File: config.mk
export PLATFORM = sky130hd
export DESIGN_NAME = note_lane
export DESIGN_NICKNAME = d
export VERILOG_FILES = /design/src/rtl/note_lane.sv
export SDC_FILE = /design/constraint.sdc
export NUM_CORES = 1
export LEC_CHECK = 0
export CORE_ASPECT_RATIO = 1.2
export CORE_UTILIZATION = 48
export CTS_CLUSTER_SIZE = 25
export DETAILED_ROUTE_END_ITERATION = 16
export GPL_TIMING_DRIVEN = 0
export PLACE_DENSITY = 0.77
export SLEW_MARGIN = 20
export SYNTH_ARGS = -nofsm -noshare
export SYNTH_HDL_FRONTEND = slang
export SYNTH_SLANG_ARGS = --single-unit
export TNS_END_PERCENT = 50
File: constraint.sdc
create_clock -name clk -period 3.8 [get_ports clk]
set_input_delay 0.95 -clock clk [delete_from_list [all_inputs] [get_ports clk]]
set_output_delay 0.95 -clock clk [all_outputs]
set_load 0.02 [all_outputs]
File: src/rtl/note_lane.sv
// Per-lane note scroller: shifts notes down a DEPTH-cell lane, exposes the two-cell hit zone,
// and turns the raw lane button into a key strobe. Optional macro NOTE_LANE_GHOST_EN adds ghost_out.
module note_lane #(
   parameter int DEPTH = 16,
   parameter int PER_W = 20
) (
   input  logic             clk,
   input  logic             resetn,
   input  logic             enable,
   input  logic [PER_W-1:0] period,
   input  logic             spawn_in,
   input  logic             key_in,
   output logic [DEPTH-1:0] lane_out,
   output logic [1:0]       note_out,
   output logic             key_press,
   output logic             step_out,
   output logic             miss_out
`ifdef NOTE_LANE_GHOST_EN
   ,
   output logic             ghost_out
`endif
);

   logic [DEPTH-1:0] r_lane;
   logic [PER_W-1:0] r_cnt;
   logic             r_spawn;
   logic             r_sync1, r_sync2, r_sync3;
   logic             r_key_press;
   logic             r_step;
   logic             r_miss;
   logic             r_ghost;

   logic [PER_W-1:0] w_per_m1;
   logic             w_step;
   logic             w_hit;
   logic             w_hit_bot;
   logic             w_hit_good;
   logic [DEPTH-1:0] w_kept;
   logic [DEPTH-1:0] w_lane_nxt;

   // A period of 0 behaves as 1, so the terminal count never underflows.
   assign w_per_m1   = (period == '0) ? '0 : period - PER_W'(1);
   assign w_step     = enable & (r_cnt >= w_per_m1);
   assign w_hit      = r_key_press & enable;
   assign w_hit_bot  = w_hit & r_lane[DEPTH-1];
   assign w_hit_good = w_hit & ~r_lane[DEPTH-1] & r_lane[DEPTH-2];

   // The hit is removed before the shift, so a good-cell hit on a step vanishes at its new cell.
   always_comb begin
      w_kept = r_lane;
      if (w_hit_bot)
         w_kept[DEPTH-1] = 1'b0;
      if (w_hit_good)
         w_kept[DEPTH-2] = 1'b0;
      w_lane_nxt = w_kept;
      if (w_step)
         w_lane_nxt = {w_kept[DEPTH-2:0], r_spawn};
   end

   always_ff @(posedge clk) begin
      if (!resetn) begin
         r_lane      <= '0;
         r_cnt       <= '0;
         r_spawn     <= 1'b0;
         r_sync1     <= 1'b0;
         r_sync2     <= 1'b0;
         r_sync3     <= 1'b0;
         r_key_press <= 1'b0;
         r_step      <= 1'b0;
         r_miss      <= 1'b0;
         r_ghost     <= 1'b0;
      end else begin
         r_sync1     <= key_in;
         r_sync2     <= r_sync1;
         r_sync3     <= r_sync2;
         r_key_press <= r_sync2 & ~r_sync3;
         r_step      <= w_step;
         r_miss      <= w_step & w_kept[DEPTH-1];
         r_ghost     <= w_hit & ~r_lane[DEPTH-1] & ~r_lane[DEPTH-2];
         r_lane      <= w_lane_nxt;
         if (enable) begin
            r_cnt <= w_step ? '0 : r_cnt + PER_W'(1);
            // A spawn arriving on the step itself is kept for the following step.
            if (w_step)
               r_spawn <= spawn_in;
            else if (spawn_in)
               r_spawn <= 1'b1;
         end
      end
   end

   assign lane_out  = r_lane;
   assign note_out  = {r_lane[DEPTH-1], r_lane[DEPTH-2]};
   assign key_press = r_key_press;
   assign step_out  = r_step;
   assign miss_out  = r_miss;
`ifdef NOTE_LANE_GHOST_EN
   assign ghost_out = r_ghost;
`else
   logic w_unused_ghost;
   assign w_unused_ghost = r_ghost;
`endif

endmodule

Word level (Yosys, flattened, before mapping)
Index checks and enable logic that the tools add are counted.

cells by class
  add/subtract/negate cells = 2
  order comparisons = 1
  muxes and demuxes = 7
  bitwise logic cells = 9
  reductions and logical operators = 3

operators by type and width
  cell                                                                   count
  20-bit 2-to-1 mux                                                      2
  20-bit by 1-bit adder with 20-bit output (second input constant)       1
  20-bit >= comparator                                                   1
  20-bit logical NOT                                                     1
  20-bit by 1-bit subtractor with 20-bit output (second input constant)  1
  16-bit 2-to-1 mux                                                      1
  1-bit AND                                                              7
  1-bit 2-to-1 mux                                                       4
  1-bit NOT                                                              2
  2-bit AND reduction                                                    1
  2-bit nonzero test                                                     1

word-level totals
  register bits after elaboration = 43
  input port bits = 25
  logic and storage cells = 32

Longest topological paths before layout
  depth in word-level cells = 6
  gate-level depth with buffers = 14
  gate-level depth less buffers = 13

Worst setup path after synthesis
Ideal clock, no wire load.

  kind = input -> register
  start point = in period[3]
  end point = reg r_lane[2], in the netlist lane_out[2]
  library setup time = 0.072 ns
  arrival = 3.961 ns
  slack = -0.233 ns
  stages = 12
  path buffers = 1
  path through = or3_1 nor4_2 nand3_1 nor3_2 mux2i_1 ha_1 nand4_2 nor4_4 a32oi_2 a31oi_4 buf_12 mux2i_1

on the way
  cells in the longest elaborated chain, start to end = 4
  elaborated cells on any way between the ends = 5
  those cells by class = add/sub: 1; order compare: 1; mux: 1; bitwise: 1; reduce/logical: 1

ends and longest elaborated chain
  element                                                                                     line  RTL
  start: declaration                                                                          10    input logic [PER_W-1:0] period,
  20-bit by 1-bit subtractor with 20-bit output / 20-bit logical NOT (equally long branches)  42    assign w_per_m1 = (period == '0) ? '0 : period - PER_W'(1);
  20-bit 2-to-1 mux *                                                                         42
  20-bit >= comparator *                                                                      43    assign w_step = enable & (r_cnt >= w_per_m1);
  1-bit AND *                                                                                 43
  end signal: assignment                                                                      80    r_lane <= w_lane_nxt;
  end: declaration                                                                            24    logic [DEPTH-1:0] r_lane;

Mark *: on every way between the ends. The rest lies on a longest branch, timed or not.
A chain may end at the register's enable or synchronous reset.

Worst setup path after layout
  start point = in period[10]
  end point = reg r_lane[10], in the netlist lane_out[10]

Same word-level chain as after synthesis.

==> flow_summary.json <==
{
  "powerDensity_nw_per_um2": 270,
  "synth.ff_latch_count": 43,
  "setup_violations": 11,
  "yosysTopAreaCellShare_pct": 32.1,
  "synth_most_common_cell": "nand2_1",
  "fmax_mhz": 259,
  "die_w_um": 70.2,
  "grtUsageTotal_pct": 22.3,
  "htreeDepth": 2,
  "finalNetCount": 435,
  "drive_gt1_share_pct": 20.8,
  "wl_met1_mm": 2.83,
  "multi_input_area_um2": 1830,
  "ys_seq_area_share_pct": 32.1,
  "synth_area_leaders": "dfxtp_1, ha_1, mux2i_1",
  "path_common_cell": "buf_6",
  "slew_headroom_pct": 64.5,
  "fillerInstances": 439,
  "grt_start_max_net_pins": 14,
  "crit_path_start_kind": "input port",
  "p_sw_mw": 0.219,
  "dpl_cell_area_um2": 3230,
  "dp_cells": 416,
  "arrival_ns": 4.08,
  "slew_viol_final": 0,
  "clock_latency_ns": 0.30,
  "clock-sinks": 43,
  "num_antenna_cells": 0,
  "ctsRootBufferMaster": "clkbuf_8",
  "p_comb_share_pct": 11.0,
  "pre_cts_ws_ns": -0.996,
  "hold_slack_ns": 0.387,
  "dr.pass1.iters": 4,
  "cts_tree": "yes",
  "yosys.area.top_type": "dfxtp_1",
  "synth_top_cells_by_count": "nand2_1, dfxtp_1, nor3_1",
  "synth.avg_cell_area_um2": 8.65,
  "final_hold_viol_count": 0,
  "grt-ovfl-total": 0,
  "dieArea_um2": 5890,
  "p_seq_share_pct": 46.3,
  "viasPerCell": 5.49,
  "place_congestion": 0.780,
  "min_period_over_period_pct": 101,
  "core-area_um2": 5330,
  "synthesis.area_um2": 2680,
  "slowest_stage": "or4_4",
  "tightest_slew_ns": 0.532,
  "drv_cap": 0,
  "power_mw": 0.989,
  "cp-startpoint": "period[10]",
  "drt-total-wl_mm": 6.62,
  "grt_pass1_vias": 2447,
  "drc": 0,
  "met3WireLength_um": 297,
  "antenna_found_initial": 0,
  "boundaryPins": 46,
  "path_class": "in2reg",
  "cts_hold_buf": 0,
  "synthToLayoutAreaGrowth_pct": 36.6,
  "rsz0062_at_grt": "yes",
  "synth_edf_count": 0,
  "worstPathMaxFanout": 5,
  "swShare_pct": 22.2,
  "port_buffers": 44,
  "dp_hpwl_mm": 4.36,
  "initial_core_util_pct": 50.2,
  "end_kind": "flip-flop",
  "layout_min_cycle_time_ns": 3.86,
  "instances_no_fill": 451,
  "synth_ff_type": "dfxtp_1",
  "seq_area_um2": 861,
  "synth_cell_types": 46,
  "p_int_mw": 0.770,
  "path_cells": "buf_8, or4_4, nor3_4, buf_6, nand3b_1, nor3_2, a21oi_2, ha_1, nand4_4, nor4_4, a32oi_2, a31oi_4, buf_6, buf_12, mux2i_2",
  "cpPeakStageDelay_ns": 0.55,
  "ir_drop_mv": 0.321,
  "min_from": "r_sync3$_SDFF_PN0_",
  "route.met2.wl_mm": 3.35,
  "topRoutingLayerUsed": "met4",
  "syn_nets": 357,
  "outcome": "finished with violations",
  "via_count": 2476,
  "synthArstFlopShare_pct": 0,
  "violations": "setup timing",
  "clock_skew_ns": 0.0130,
  "hold_class": "reg2reg",
  "pwr-share-clk_pct": 42.7,
  "grt_pass1_wl_mm": 10.8,
  "numCtsBuffers": 5,
  "drt_first_iter_violations": 87,
  "wl_per_cell_um": 14.7,
  "fin_ws_ns": -0.0569,
  "final_cell_area_um2": 3660,
  "synth_warnings": 0,
  "antenna_left": 0,
  "crit_required_ns": 4.02,
  "cts_buffer_depth": 2,
  "worstReg2RegStart": "r_cnt[18]$_SDFFE_PN0P_",
  "rows": 29,
  "p_leak_nw": 1.44,
  "synthCells": 310,
  "die_h_um": 83.9,
  "path_clk_slew_ns": 0.08
}
## power by group through the flow
stage | combinational, mW | clock [mW] | sequential (mW)
floorplan | 0.0531 | 0 | 0.467
global placement | 0.0948 | 0 | 0.468
detailed placement | 0.0974 | 0 | 0.468
CTS | 0.101 | 0.426 | 0.457
global route | 0.122 | 0.445 | 0.458
finish | 0.109 | 0.422 | 0.458
## flip-flops by register name, summed over array words and instances, names as in the netlist
| name | flops |
|---|---|
| key_press | 1 |
| r_spawn | 1 |
| lane_out | 16 |
| step_out | 1 |
| r_sync1 | 1 |
| r_sync2 | 1 |
| r_sync3 | 1 |
| miss_out | 1 |
| r_cnt | 20 |
## placed cells by master (no fill, tap or decap), types with 3 or more instances in the layout
| cell | synthesis | final |
|---|---|---|
| buf_2 | 1 | 5 |
| nor2b_1 | 4 | 4 |
| buf_4 | 3 | 24 |
| mux2i_1 | 18 | 17 |
| ha_1 | 22 | 20 |
| dfxtp_1 | 43 | 43 |
| nand2b_1 | 4 | 4 |
| buf_6 | 1 | 8 |
| a21oi_1 | 11 | 9 |
| nand2_1 | 48 | 48 |
| nor3_2 | 2 | 4 |
| inv_1 | 7 | 4 |
| xor2_1 | 12 | 12 |
| clkdlybuf4s50_1 | 0 | 31 |
| nor2_1 | 15 | 14 |
| buf_8 | 0 | 3 |
| nand3_1 | 10 | 8 |
| clkbuf_8 | 0 | 5 |
| inv_2 | 0 | 3 |
| nor3_1 | 26 | 23 |
| clkbuf_1 | 7 | 8 |
| xnor2_1 | 17 | 17 |
| nand3b_1 | 4 | 4 |
| nand4_1 | 9 | 9 |
| o21ai_0 | 7 | 6 |
| clkbuf_2 | 0 | 3 |
| and2_1 | 7 | 7 |
| nor4_4 | 2 | 3 |
## per-layer routing
metal / vias up / global-route usage, %
met5: - / 0
met4: 0 / 6.55
met3: 15 / 4.59
met2: 63 / 39.9
met1: 1156 / 26.5
li1: 1242 / -
## logic make-up after synthesis
kind of cell / Yosys count / share of synthesized area, %
and+or+nand+nor: 146 / 29.1
DFF: 43 / 32.1
muxes: 18 / 6.72
xor gates and xnor gates: 29 / 9.48
AOI/OAI and AO/OA: 31 / 7.98
adders and majority gates: 22 / 10.3
buffers and inverters: 21 / 4.30
## area by class of cell
type / count / share of cell area (%)
repair buffers: 71 / 17.3
well taps: 62 / 2.12
plain buffers: 13 / 2.70
multi-input cells: 246 / 50.0
clock buffers: 6 / 1.98
flip-flops and latches: 43 / 23.5
clock inverters: 2 / 1.64
inverters: 8 / 0.820
## worst max-delay path: cells and delay by family
family | cells | cell delay, ns
and+or+nand+nor | 6 | 1.60
buffers and inverters | 4 | 0.49
AOI/OAI and AO/OA | 3 | 0.48
adders and majority gates | 1 | 0.34
muxes | 1 | 0.20
## per-stage QoR
stage / utilization (%) / setup TNS (ns)
after floorplan: - / 0
after detailed placement: 60.6 / -35.11
final: 68.6 / -0.280
after CTS: 67.3 / 0
after global routing: 68.6 / -3.58
after global placement: 60.6 / -32.95
## path summary, 6_finish.rpt
check        cells after the start                         to  slack, ns
max                             15  lane_out[10]$_SDFFE_PN0N_      -0.06
min                              1       key_press$_SDFF_PN0_       0.39
max reg2reg                      8  lane_out[10]$_SDFFE_PN0N_       1.62
min reg2reg                      1       key_press$_SDFF_PN0_       0.39
## repair_timing
| item | CTS | global route |
|---|---|---|
| setup endpoints to repair | 39 | 36 |
| gates resized for setup | 51 | 28 |
| cloned | 2 | 0 |
| buffers inserted | 21 | 5 |
| pin swaps | 17 | 16 |
Note: power is estimated with default switching activity, not from simulation.
